<file path="src/rtl/gpu_pkg.sv">
// Shared opcode, argument-word layout and sequencer state types for the GPU
// command scheduler.
package gpu_pkg;

  typedef enum logic [1:0] {
    OP_FILL      = 2'd0,
    OP_BLIT      = 2'd1,
    OP_RAM_READ  = 2'd2,
    OP_RAM_WRITE = 2'd3
  } op_e;

  typedef enum logic [1:0] {
    ST_IDLE      = 2'd0,
    ST_ISSUE     = 2'd1,
    ST_WAIT_ACK  = 2'd2,
    ST_WAIT_DONE = 2'd3
  } state_e;

  localparam int X_W    = 9;
  localparam int Y_W    = 8;
  localparam int DATA_W = 8;

  // Field order is MSB first: x1 occupies [58:50], data occupies [7:0].
  typedef struct packed {
    logic [X_W-1:0]    x1;
    logic [Y_W-1:0]    y1;
    logic [X_W-1:0]    x2;
    logic [Y_W-1:0]    y2;
    logic [X_W-1:0]    width;
    logic [Y_W-1:0]    height;
    logic [DATA_W-1:0] data;
  } args_t;

  localparam int ARGS_W = $bits(args_t);

  typedef struct packed {
    op_e   op;
    args_t args;
  } cmd_t;

  localparam int CMD_W = $bits(cmd_t);

  function automatic logic [3:0] start_onehot(input op_e op);
    logic [3:0] strobe;
    case (op)
      OP_FILL:      strobe = 4'b0001;
      OP_BLIT:      strobe = 4'b0010;
      OP_RAM_READ:  strobe = 4'b0100;
      OP_RAM_WRITE: strobe = 4'b1000;
      default:      strobe = 4'b0000;
    endcase
    return strobe;
  endfunction

endpackage

</file>
<file path="src/rtl/gpu_cmd_fifo.sv">
// Power-of-two command queue with a registered occupancy count; pushes while
// full and pops while empty are dropped.
module gpu_cmd_fifo #(
  parameter int DEPTH = 4,
  parameter int WIDTH = 61
) (
  input  logic                     clk,
  input  logic                     reset,
  input  logic                     push,
  input  logic                     pop,
  input  logic [WIDTH-1:0]         din,
  output logic [WIDTH-1:0]         dout,
  output logic [$clog2(DEPTH):0]   count,
  output logic                     full,
  output logic                     empty
);

  localparam int AW = $clog2(DEPTH);
  localparam int CW = AW + 1;
  localparam logic [CW-1:0] DEPTH_C = CW'(DEPTH);

  logic [WIDTH-1:0] mem_r [DEPTH];
  logic [AW-1:0]    wr_ptr_r;
  logic [AW-1:0]    rd_ptr_r;
  logic [CW-1:0]    count_r;
  logic             do_push_s;
  logic             do_pop_s;

  assign full      = (count_r == DEPTH_C);
  assign empty     = (count_r == {CW{1'b0}});
  assign do_push_s = push && !full;
  assign do_pop_s  = pop && !empty;
  assign dout      = mem_r[rd_ptr_r];
  assign count     = count_r;

  // Storage write; contents are only meaningful while counted.
  always_ff @(posedge clk) begin
    if (do_push_s) begin
      mem_r[wr_ptr_r] <= din;
    end
  end

  // Pointer and occupancy tracking; pointers wrap naturally at DEPTH.
  always_ff @(posedge clk or posedge reset) begin
    if (reset) begin
      wr_ptr_r <= {AW{1'b0}};
      rd_ptr_r <= {AW{1'b0}};
      count_r  <= {CW{1'b0}};
    end else begin
      if (do_push_s) begin
        wr_ptr_r <= wr_ptr_r + AW'(1'b1);
      end
      if (do_pop_s) begin
        rd_ptr_r <= rd_ptr_r + AW'(1'b1);
      end
      case ({do_push_s, do_pop_s})
        2'b10:   count_r <= count_r + CW'(1'b1);
        2'b01:   count_r <= count_r - CW'(1'b1);
        default: count_r <= count_r;
      endcase
    end
  end

endmodule

</file>
<file path="src/rtl/gpu_cmd_scheduler.sv">
// Queues host commands and hands them one at a time to the operations engine,
// strobing a per-opcode start and tracking the engine's busy handshake.
module gpu_cmd_scheduler
  import gpu_pkg::*;
#(
  parameter int DEPTH       = 4,
  parameter int ACK_TIMEOUT = 3
) (
  input  logic                   clk,
  input  logic                   reset,
  input  logic                   cmd_valid,
  output logic                   cmd_ready,
  input  logic [1:0]             cmd_op,
  input  logic [ARGS_W-1:0]      cmd_args,
  output logic [ARGS_W-1:0]      gpu_args,
  output logic [3:0]             gpu_start,
  input  logic                   gpu_busy,
  input  logic                   gpu_error,
  output logic [$clog2(DEPTH):0] queue_count,
  output logic                   idle,
  output logic                   err_sticky,
  input  logic                   err_clear
);

  localparam int ACK_W = (ACK_TIMEOUT > 1) ? $clog2(ACK_TIMEOUT) : 1;
  localparam logic [ACK_W-1:0] ACK_LAST = ACK_W'(ACK_TIMEOUT - 1);

  state_e                 state_r;
  logic [3:0]             start_r;
  logic [ARGS_W-1:0]      args_r;
  logic [ACK_W-1:0]       ack_cnt_r;
  logic                   err_r;

  logic [CMD_W-1:0]       fifo_dout_s;
  cmd_t                   head_s;
  logic [$clog2(DEPTH):0] fifo_count_s;
  logic                   fifo_full_s;
  logic                   fifo_empty_s;
  logic                   push_s;
  logic                   pop_s;

  assign push_s = cmd_valid && !fifo_full_s;
  assign pop_s  = (state_r == ST_IDLE) && !fifo_empty_s;
  assign head_s = fifo_dout_s;

  gpu_cmd_fifo #(
    .DEPTH (DEPTH),
    .WIDTH (CMD_W)
  ) u_fifo (
    .clk   (clk),
    .reset (reset),
    .push  (push_s),
    .pop   (pop_s),
    .din   ({cmd_op, cmd_args}),
    .dout  (fifo_dout_s),
    .count (fifo_count_s),
    .full  (fifo_full_s),
    .empty (fifo_empty_s)
  );

  assign cmd_ready   = !fifo_full_s;
  assign queue_count = fifo_count_s;
  assign idle        = fifo_empty_s && (state_r == ST_IDLE);
  assign gpu_start   = start_r;
  assign gpu_args    = args_r;
  assign err_sticky  = err_r;

  // Sequencer: pop into the in-flight register, strobe start, await the engine.
  always_ff @(posedge clk or posedge reset) begin
    if (reset) begin
      state_r   <= ST_IDLE;
      start_r   <= 4'b0000;
      args_r    <= {ARGS_W{1'b0}};
      ack_cnt_r <= {ACK_W{1'b0}};
    end else begin
      case (state_r)
        ST_IDLE: begin
          ack_cnt_r <= {ACK_W{1'b0}};
          if (!fifo_empty_s) begin
            args_r  <= head_s.args;
            start_r <= start_onehot(head_s.op);
            state_r <= ST_ISSUE;
          end else begin
            start_r <= 4'b0000;
          end
        end
        ST_ISSUE: begin
          start_r   <= 4'b0000;
          ack_cnt_r <= {ACK_W{1'b0}};
          state_r   <= ST_WAIT_ACK;
        end
        ST_WAIT_ACK: begin
          start_r <= 4'b0000;
          // An engine that never raises busy is treated as having finished.
          if (gpu_busy) begin
            state_r <= ST_WAIT_DONE;
          end else if (ack_cnt_r == ACK_LAST) begin
            state_r <= ST_IDLE;
          end else begin
            ack_cnt_r <= ack_cnt_r + ACK_W'(1'b1);
          end
        end
        ST_WAIT_DONE: begin
          start_r <= 4'b0000;
          if (!gpu_busy) begin
            state_r <= ST_IDLE;
          end
        end
        default: begin
          start_r <= 4'b0000;
          state_r <= ST_IDLE;
        end
      endcase
    end
  end

  // Engine error latch; a new error outranks a same-cycle clear.
  always_ff @(posedge clk or posedge reset) begin
    if (reset) begin
      err_r <= 1'b0;
    end else if (gpu_error && ((state_r == ST_WAIT_ACK) || (state_r == ST_WAIT_DONE))) begin
      err_r <= 1'b1;
    end else if (err_clear) begin
      err_r <= 1'b0;
    end
  end

endmodule

</file>
<file path="config.mk">
export PLATFORM = sky130hd
export DESIGN_NAME = gpu_cmd_scheduler
export DESIGN_NICKNAME = d
export VERILOG_FILES = /design/src/rtl/gpu_pkg.sv /design/src/rtl/gpu_cmd_fifo.sv /design/src/rtl/gpu_cmd_scheduler.sv
export SDC_FILE = /design/constraint.sdc
export NUM_CORES = 1
export LEC_CHECK = 0
export BUFFER_PORTS_ARGS = -buffer_cell sky130_fd_sc_hd__buf_2
export CAP_MARGIN = 20
export CORE_ASPECT_RATIO = 0.6
export CORE_MARGIN = 5
export CORE_UTILIZATION = 29
export CTS_BUF_LIST = sky130_fd_sc_hd__clkbuf_8
export CTS_CLUSTER_DIAMETER = 50
export DETAILED_ROUTE_END_ITERATION = 12
export HOLD_SLACK_MARGIN = 0.02
export SLEW_MARGIN = 20
export SYNTH_ARGS = -nofsm -noshare
export SYNTH_HDL_FRONTEND = slang
export SYNTH_SLANG_ARGS = --single-unit
</file>
<file path="constraint.sdc">
create_clock -name clk -period 4.6 [get_ports clk]
set_input_delay 0.46 -clock clk [delete_from_list [all_inputs] [get_ports clk]]
set_output_delay 0.46 -clock clk [all_outputs]
set_load 0.05 [all_outputs]
</file>
### Word-level counts from Yosys, hierarchy flattened

Memory sizes are Yosys's and may differ from the RTL's.
Cells that the tools add are included.

| word-level totals | value |
|---|---|
| ROM bits | 0 |
| memories | 1 |
| latch bits | 0 |
| word-level logic and storage cells | 66 |
| bits in writable memories | 244 |
| register bits | 75 |
| output and inout bits | 69 |

| cells by class | value |
|---|---|
| shift-type cells | 0 |
| reduce and logical (&&, ||, !) cells | 20 |
| divide/modulo/power cells | 0 |
| eq/ne operators | 15 |
| magnitude comparators | 0 |
| muxes and demuxes | 16 |
| bitwise operators | 1 |
| multiply operators | 0 |
| $add $sub $neg | 5 |

Memories:

| name | words | bits a word | rd ports | clocked after memory_dff | write ports | line | source |
|---|---|---|---|---|---|---|---|
| u_fifo.mem_r | 4 | 61 | 1 | 0 | 1 | gpu_cmd_fifo.sv:22 | `logic [WIDTH-1:0] mem_r [DEPTH];` |

Operator list:

| cell | count |
|---|---|
| $pmux 4 s4 | 1 |
| $eq 2x2->1 const B | 6 |
| $mux 2 | 6 |
| $ne 2x2->1 const B | 4 |
| $pmux 2 s4 | 1 |
| $pmux 4 s2 | 1 |
| $add 2x1->2 const B | 3 |
| $eq 2x1->1 const B | 3 |
| $logic_and 1x1->1 | 6 |
| $pmux 3 s2 | 1 |
| $reduce_and 3->1 | 2 |
| $reduce_bool 2->1 | 3 |
| $logic_not 2->1 | 2 |
| $mux 1 | 4 |
| $mux 4 | 1 |
| $pmux 2 s2 | 1 |
| $add 3x1->3 const B | 1 |
| $eq 3x3->1 const B | 1 |
| $logic_not 3->1 | 1 |
| $ne 3x3->1 const B | 1 |
| $reduce_or 3->1 | 1 |
| $sub 3x1->3 const B | 1 |
| $logic_not 1->1 | 2 |
| $reduce_and 2->1 | 1 |
| other kinds (3) | 3 |

### Depth between registers and ports, before layout

| depth | value |
|---|---|
| depth in word-level cells | 6 |
| depth in mapped cells | 10 |

### Hierarchy

A second synthesis with hierarchy kept.

| unflattened totals | value |
|---|---|
| cell total of the unflattened synthesis | 516 |
| area, all modules | 11928.9 um^2 |

Modules (own cells, without submodules):

| module | sequential area each (um^2) | cells each | area an instance (um^2) | instances |
|---|---|---|---|---|
| gpu_cmd_fifo | 7502.2 | 357 | 9303.9 | 1 |
| gpu_cmd_scheduler | 1701.6 | 159 | 2625.0 | 1 |

### Least setup slack after synthesis

OpenSTA, ideal clock, no wires.

| path | value |
|---|---|
| path type | reg-to-reg |
| from | reg u_fifo.count_r[0] (netlist: u_fifo.count[0]) |
| to | mem u_fifo.mem_r[0][0], enable pin |
| data arrival time | 2.789 ns |
| stages on the path, launching flop included | 3 |
| buffers on the path | 0 |
| setup slack | 1.385 ns |
| period minus slack after synthesis | 3.215 ns |
| path through | dfrtp_1 > or3b_1 > and3_1 |

| on the way | value |
|---|---|
| word-level cells in the longest chain between the ends | 6 |

RTL lines:

| what | line | source |
|---|---|---|
| from (decl) | gpu_cmd_fifo.sv:25 | `logic [CW-1:0] count_r;` |
| from (signal assigned) | gpu_cmd_fifo.sv:48 | `count_r <= {CW{1'b0}};` |
| from (signal assigned) | gpu_cmd_fifo.sv:57 | `2'b10: count_r <= count_r + CW'(1'b1);` |
| from (signal assigned) | gpu_cmd_fifo.sv:58 | `2'b01: count_r <= count_r - CW'(1'b1);` |
| $eq 3x3->1 * | gpu_cmd_fifo.sv:29 | `assign full = (count_r == DEPTH_C);` |
| $logic_not 1->1 * | n/a |  |
| named net cmd_ready | gpu_cmd_scheduler.sv:12 | `output logic cmd_ready,` |
| $logic_and 1x1->1 | gpu_cmd_scheduler.sv:42 | `assign push_s = cmd_valid && !fifo_full_s;` |
| $logic_and 1x1->1 * | gpu_cmd_fifo.sv:31 | `assign do_push_s = push && !full;` |
| $mux 1 * | gpu_cmd_fifo.sv:38 | `if (do_push_s) begin` |
| $mux 1 (implied by the code) * | gpu_cmd_fifo.sv:39 | `mem_r[wr_ptr_r] <= din;` |
| to (decl) | gpu_cmd_fifo.sv:22 |  |

The timed path passes the listed nets; every way through them passes the cells marked *.

### Worst setup path in the final report

| path | value |
|---|---|
| from | reg state_r[1] |
| to | reg args_r[5] (netlist: gpu_args[5]) |

| on the way | value |
|---|---|
| word-level cells in the longest chain between the ends | 2 |

RTL lines:

| what | line | source |
|---|---|---|
| from (decl) | gpu_cmd_scheduler.sv:28 | `state_e state_r;` |
| from (signal assigned) | gpu_cmd_scheduler.sv:71 | `state_r <= ST_IDLE;` |
| from (signal assigned) | gpu_cmd_scheduler.sv:82 | `state_r <= ST_ISSUE;` |
| from (signal assigned) | gpu_cmd_scheduler.sv:90 | `state_r <= ST_WAIT_ACK;` |
| $logic_not 2->1 | gpu_cmd_scheduler.sv:76 | `case (state_r)` |
| $reduce_and 2->1 (no source line) | n/a |  |
| to (signal assigned) | gpu_cmd_scheduler.sv:73 | `args_r <= {ARGS_W{1'b0}};` |
| to (signal assigned) | gpu_cmd_scheduler.sv:80 | `args_r <= head_s.args;` |
| to (decl) | gpu_cmd_scheduler.sv:30 | `logic [ARGS_W-1:0] args_r;` |

Every way passes these cells.
A chain may end at the register's enable or synchronous reset.

==> results.txt <==
- The flow ran to the end, and the final reports show no timing, DRC or antenna violations.
* Slew of the pin with the lowest slew margin: ~1.1 ns
- Number of enable flip-flop cells after synthesis: about 240
- Post-synthesis instance area: 12070 um2
- The worst setup path is captured at a register.
- Of the total synthesized cell area, the portion taken by full adders, half adders and majority gates is 0.007880.
- Post-synth ARST share: 0.2351
* Count of standard-cell rows: 57
- Achievable clock frequency: 0.4036 GHz
- In this run, post-CTS repair resized a total of 0 instances.
* CTS Buf Count: 51
- Wires add up to 24.14 mm.
* Most used standard cell by instance count after synthesis: sky130_fd_sc_hd__edfxtp_1
* Parity-gate share of the synthesized area counting xor and xnor cells: 0.005080
- Horizontal die dimension: approximately 270 um
- Die Y-Extent: around 170 um
- Clock Tree Root: sky130_fd_sc_hd__clkbuf_8
- In the global route stage, overall resource usage came out at 0.1061.
- Clock latency on the worst-skew pair: 0.58 ns
- Setup violations remaining at the end of the flow were counted as 0.
- Net count after synthesis: 586
* Initial DRC count: 251
* Peak per-stage delay on the critical path: 0.74 ns
- Between clock sinks in the finished design, the worst skew comes to 0.01825 ns.
- After detailed placement, the design holds a cell count of 1193.
- Area share of and/or/nand/nor cells after synthesis: 0.01182
* Router iterations before antenna repair: 4
- After synthesis, the largest family of logic cells by area is multiplexers.
- IR analysis of the VDD net gives a maximum drop of approximately 320 uV.
- Entering global routing, the biggest net connects 63 pins.
- Reg2reg end: gpu_args[5]
- The final number of hold-violating endpoints was 0.
- After detailed routing, the number of vias per cell comes to 4.222.
- The layout has 3862 filler cells.
- Synth Warn #: 0
* PortBufs: roughly 140
* Multi-input gate area in the final layout: 2616 um2
- Cell variety after synth: 31
- After floorplanning, the core was sized to cover between 40000 and 50000 um2.
* Shortest clock period the worst path allows after layout: 2.478 ns
- Worst slew margin relative to its limit: 0.2853
* Final-report max-slew violation count: 0
* Setup tns final: 0 ns
* Max Fanout on Critical Path: 40
* Number of cells on the worst reg-to-reg path: 5
- Cell type with the largest total area after synthesis: sky130_fd_sc_hd__edfxtp_1
- In this run the static leakage power is roughly 5.3 nW.
* Crit path cell chain: nor2_1 -> nand2_4 -> inv_4 -> buf_4 -> mux2_4
- Final clock period utilization by the worst path: 0.5387
* Starting density of the core: 0.2958
* Cell types with the highest counts after synthesis: 244 x sky130_fd_sc_hd__edfxtp_1, 75 x sky130_fd_sc_hd__dfrtp_1, 61 x sky130_fd_sc_hd__mux4_2
- Routed WL per cell: 18.70 um
* Number of nets in the layout: 763
- Buffer levels on the longest clock path: 3
* Highest-delay cell along the critical path: sky130_fd_sc_hd__buf_4
- Category of the critical setup timing path: register to register
- Remaining DRCs: 0
- The finished layout holds 1291 standard cells, fillers aside.
- The number of antenna violations at the first check in global routing was 4.
- IO Count: ~140
- Area contributors post-synth: sky130_fd_sc_hd__edfxtp_1 61%, sky130_fd_sc_hd__dfrtp_1 16%, sky130_fd_sc_hd__mux4_2 11%, sky130_fd_sc_hd__mux2_4 7.2%, sky130_fd_sc_hd__buf_12 1.0%
- Counting flops and latches in the post-synthesis netlist gives 319.
* Synthesized-area fraction occupied by ao, oa, aoi and oai cells: 0.001659
* Estimated wirelength of the detail-placed design: 13.53 mm
- Number of sinks handled by clock tree synthesis: roughly 320
- Number of nets with antenna violations after detailed routing: 0
- The number of global-route vias before repair came to roughly 6100.
- TritonCTS built the clock tree.
- Setup repair after global routing left no endpoint under its margin.
- Startpoint Class: register
- Number of max-cap violations: 0
- For this run, the leading register cell type out of synthesis is sky130_fd_sc_hd__edfxtp_1.
* Cells after Synth: 512
- The worst register-to-register path has a setup slack of 2.12 ns.
- The tightest min-delay check is of the primary input to asynchronous set/reset pin type.
- Clock slew at the register clock pins of the worst setup and hold paths: roughly 0.060 ns
- Measured against the total synthesized area, the mux share comes to 0.1887.
* Global placement routability congestion: 0.6768
- In the final layout, the share of cells above drive strength 1 is 0.4671.
- The H-tree was split into 2 levels.
- Fraction of post-synthesis cell area in the top cell type by area: 0.6072
* Power density of the placed cells: 725.6 nW/um2
- STA puts the critical path data arrival time at 2.92 ns.
- The detailed router placed 5450 vias in this run.
- Fraction of the yosys area taken by sequential cells: 0.7627
- Beginning of the worst register-to-register path: state_r[1]
- Compared with the post-synthesis result, the final layout area differs by 18.82%.
- The sequential cells in the finished layout cover a total of 9211 um2.
- First-pass GRT wire length: 37.40 mm
- At the worst endpoint, the required time is between 5 and 6 ns.
- Die area: 45930 um2
- Residual overflow from global routing: 0
- Syn Area/Cell: 23.57 um2
cell type report:
cell class              instances  share of cell area
clock inverters                38             0.01579
inverters                      10            0.002967
multi-input cells             163              0.1825
repair buffers                144             0.05358
diodes                          1           0.0001745
flip-flops and latches        319              0.6424
clock buffers                  56             0.05375
well taps                     560             0.04887
cells in the final DEF, fill, tap and decap left out, types with 3 or more instances in the layout:
cell type	instances
sky130_fd_sc_hd__and3_4	4
sky130_fd_sc_hd__clkbuf_8	56
sky130_fd_sc_hd__nor3_1	3
sky130_fd_sc_hd__clkinv_2	4
sky130_fd_sc_hd__buf_2	135
sky130_fd_sc_hd__nor2_1	4
sky130_fd_sc_hd__xnor2_1	5
sky130_fd_sc_hd__ha_1	6
sky130_fd_sc_hd__mux2_4	58
sky130_fd_sc_hd__mux4_2	61
sky130_fd_sc_hd__clkinv_1	9
sky130_fd_sc_hd__edfxtp_1	244
sky130_fd_sc_hd__inv_1	24
sky130_fd_sc_hd__nand2_1	4
sky130_fd_sc_hd__buf_4	6
sky130_fd_sc_hd__dfrtp_1	73
registers in the layout (all words and copies together) (netlist names):
register / count
state_r: 2
gpu_args: 59
u_fifo.count: 3
u_fifo.wr_ptr_r: 2
err_sticky: 1
ack_cnt_r: 2
gpu_start: 4
u_fifo.rd_ptr_r: 2
u_fifo.mem_r: 244
power breakdown:
group	internal (mW)	switching, mW	leakage, nW
registers	3.93	0.510	3.13
clock network	1.24	1.12	0.576
logic	1.51	2.09	1.61
kinds of logic after synthesis:
| group | count (synthesis) |
|---|---|
| AND/OR/NAND/NOR | 24 |
| XOR/XNOR | 7 |
| adder cells (fa/ha/maj) | 7 |
| flip-flops | 319 |
| buffers and inverters | 30 |
| multiplexers | 122 |
| AO/OA/AOI/OAI | 3 |
worst max-delay path: cells and delay by family, from the launching register on:
family        cells  cell delay [ns]
mux               1             0.35
flops             1             0.45
simple gates      2             0.43
buf+inv           2             1.07
worst max path at each step:
stage                     depth (start not counted)                  to            start
after floorplan                                   2  u_fifo.mem_r[0][0]  u_fifo.count[0]
after global placement                            5        gpu_args[12]       state_r[1]
after detailed placement                          5        gpu_args[12]       state_r[1]
after CTS                                         5        gpu_args[43]       state_r[1]
after global routing                              5         gpu_args[4]       state_r[1]
final                                             5         gpu_args[5]       state_r[1]
metrics by stage:
step / area [um2] / total power, mW / setup WS [ns] / hold WS [ns] / util
after floorplan: 12070 / 7.376 / 1.385 / 0.4994 / -
after global placement: 13290 / 8.149 / 2.104 / 0.4668 / 0.3258
after detailed placement: 13290 / 8.186 / 2.067 / 0.4721 / 0.3258
after CTS: 14310 / 10.62 / 2.079 / 0.02208 / 0.3508
after global routing: 14340 / 11.01 / 1.976 / 0.02286 / 0.3515
final: 14340 / 10.40 / 2.122 / 0.03215 / 0.3515
layer usage:
| layer | wire (um) | up-vias | track usage |
|---|---|---|---|
| met5 | 7 | - | 0 |
| met2 | 11160 | 131 | 0.1683 |
| met4 | 497 | 2 | 0.02761 |
| met1 | 10900 | 2835 | 0.1406 |
| met3 | 1568 | 52 | 0.03670 |
| li1 | - | 2430 | - |
repair_timing:
action,CTS,global route
buffers inserted,0,0
endpoints found under the hold margin,5,0
hold buffers,2,0
Note: power is estimated with default switching activity, not from simulation.
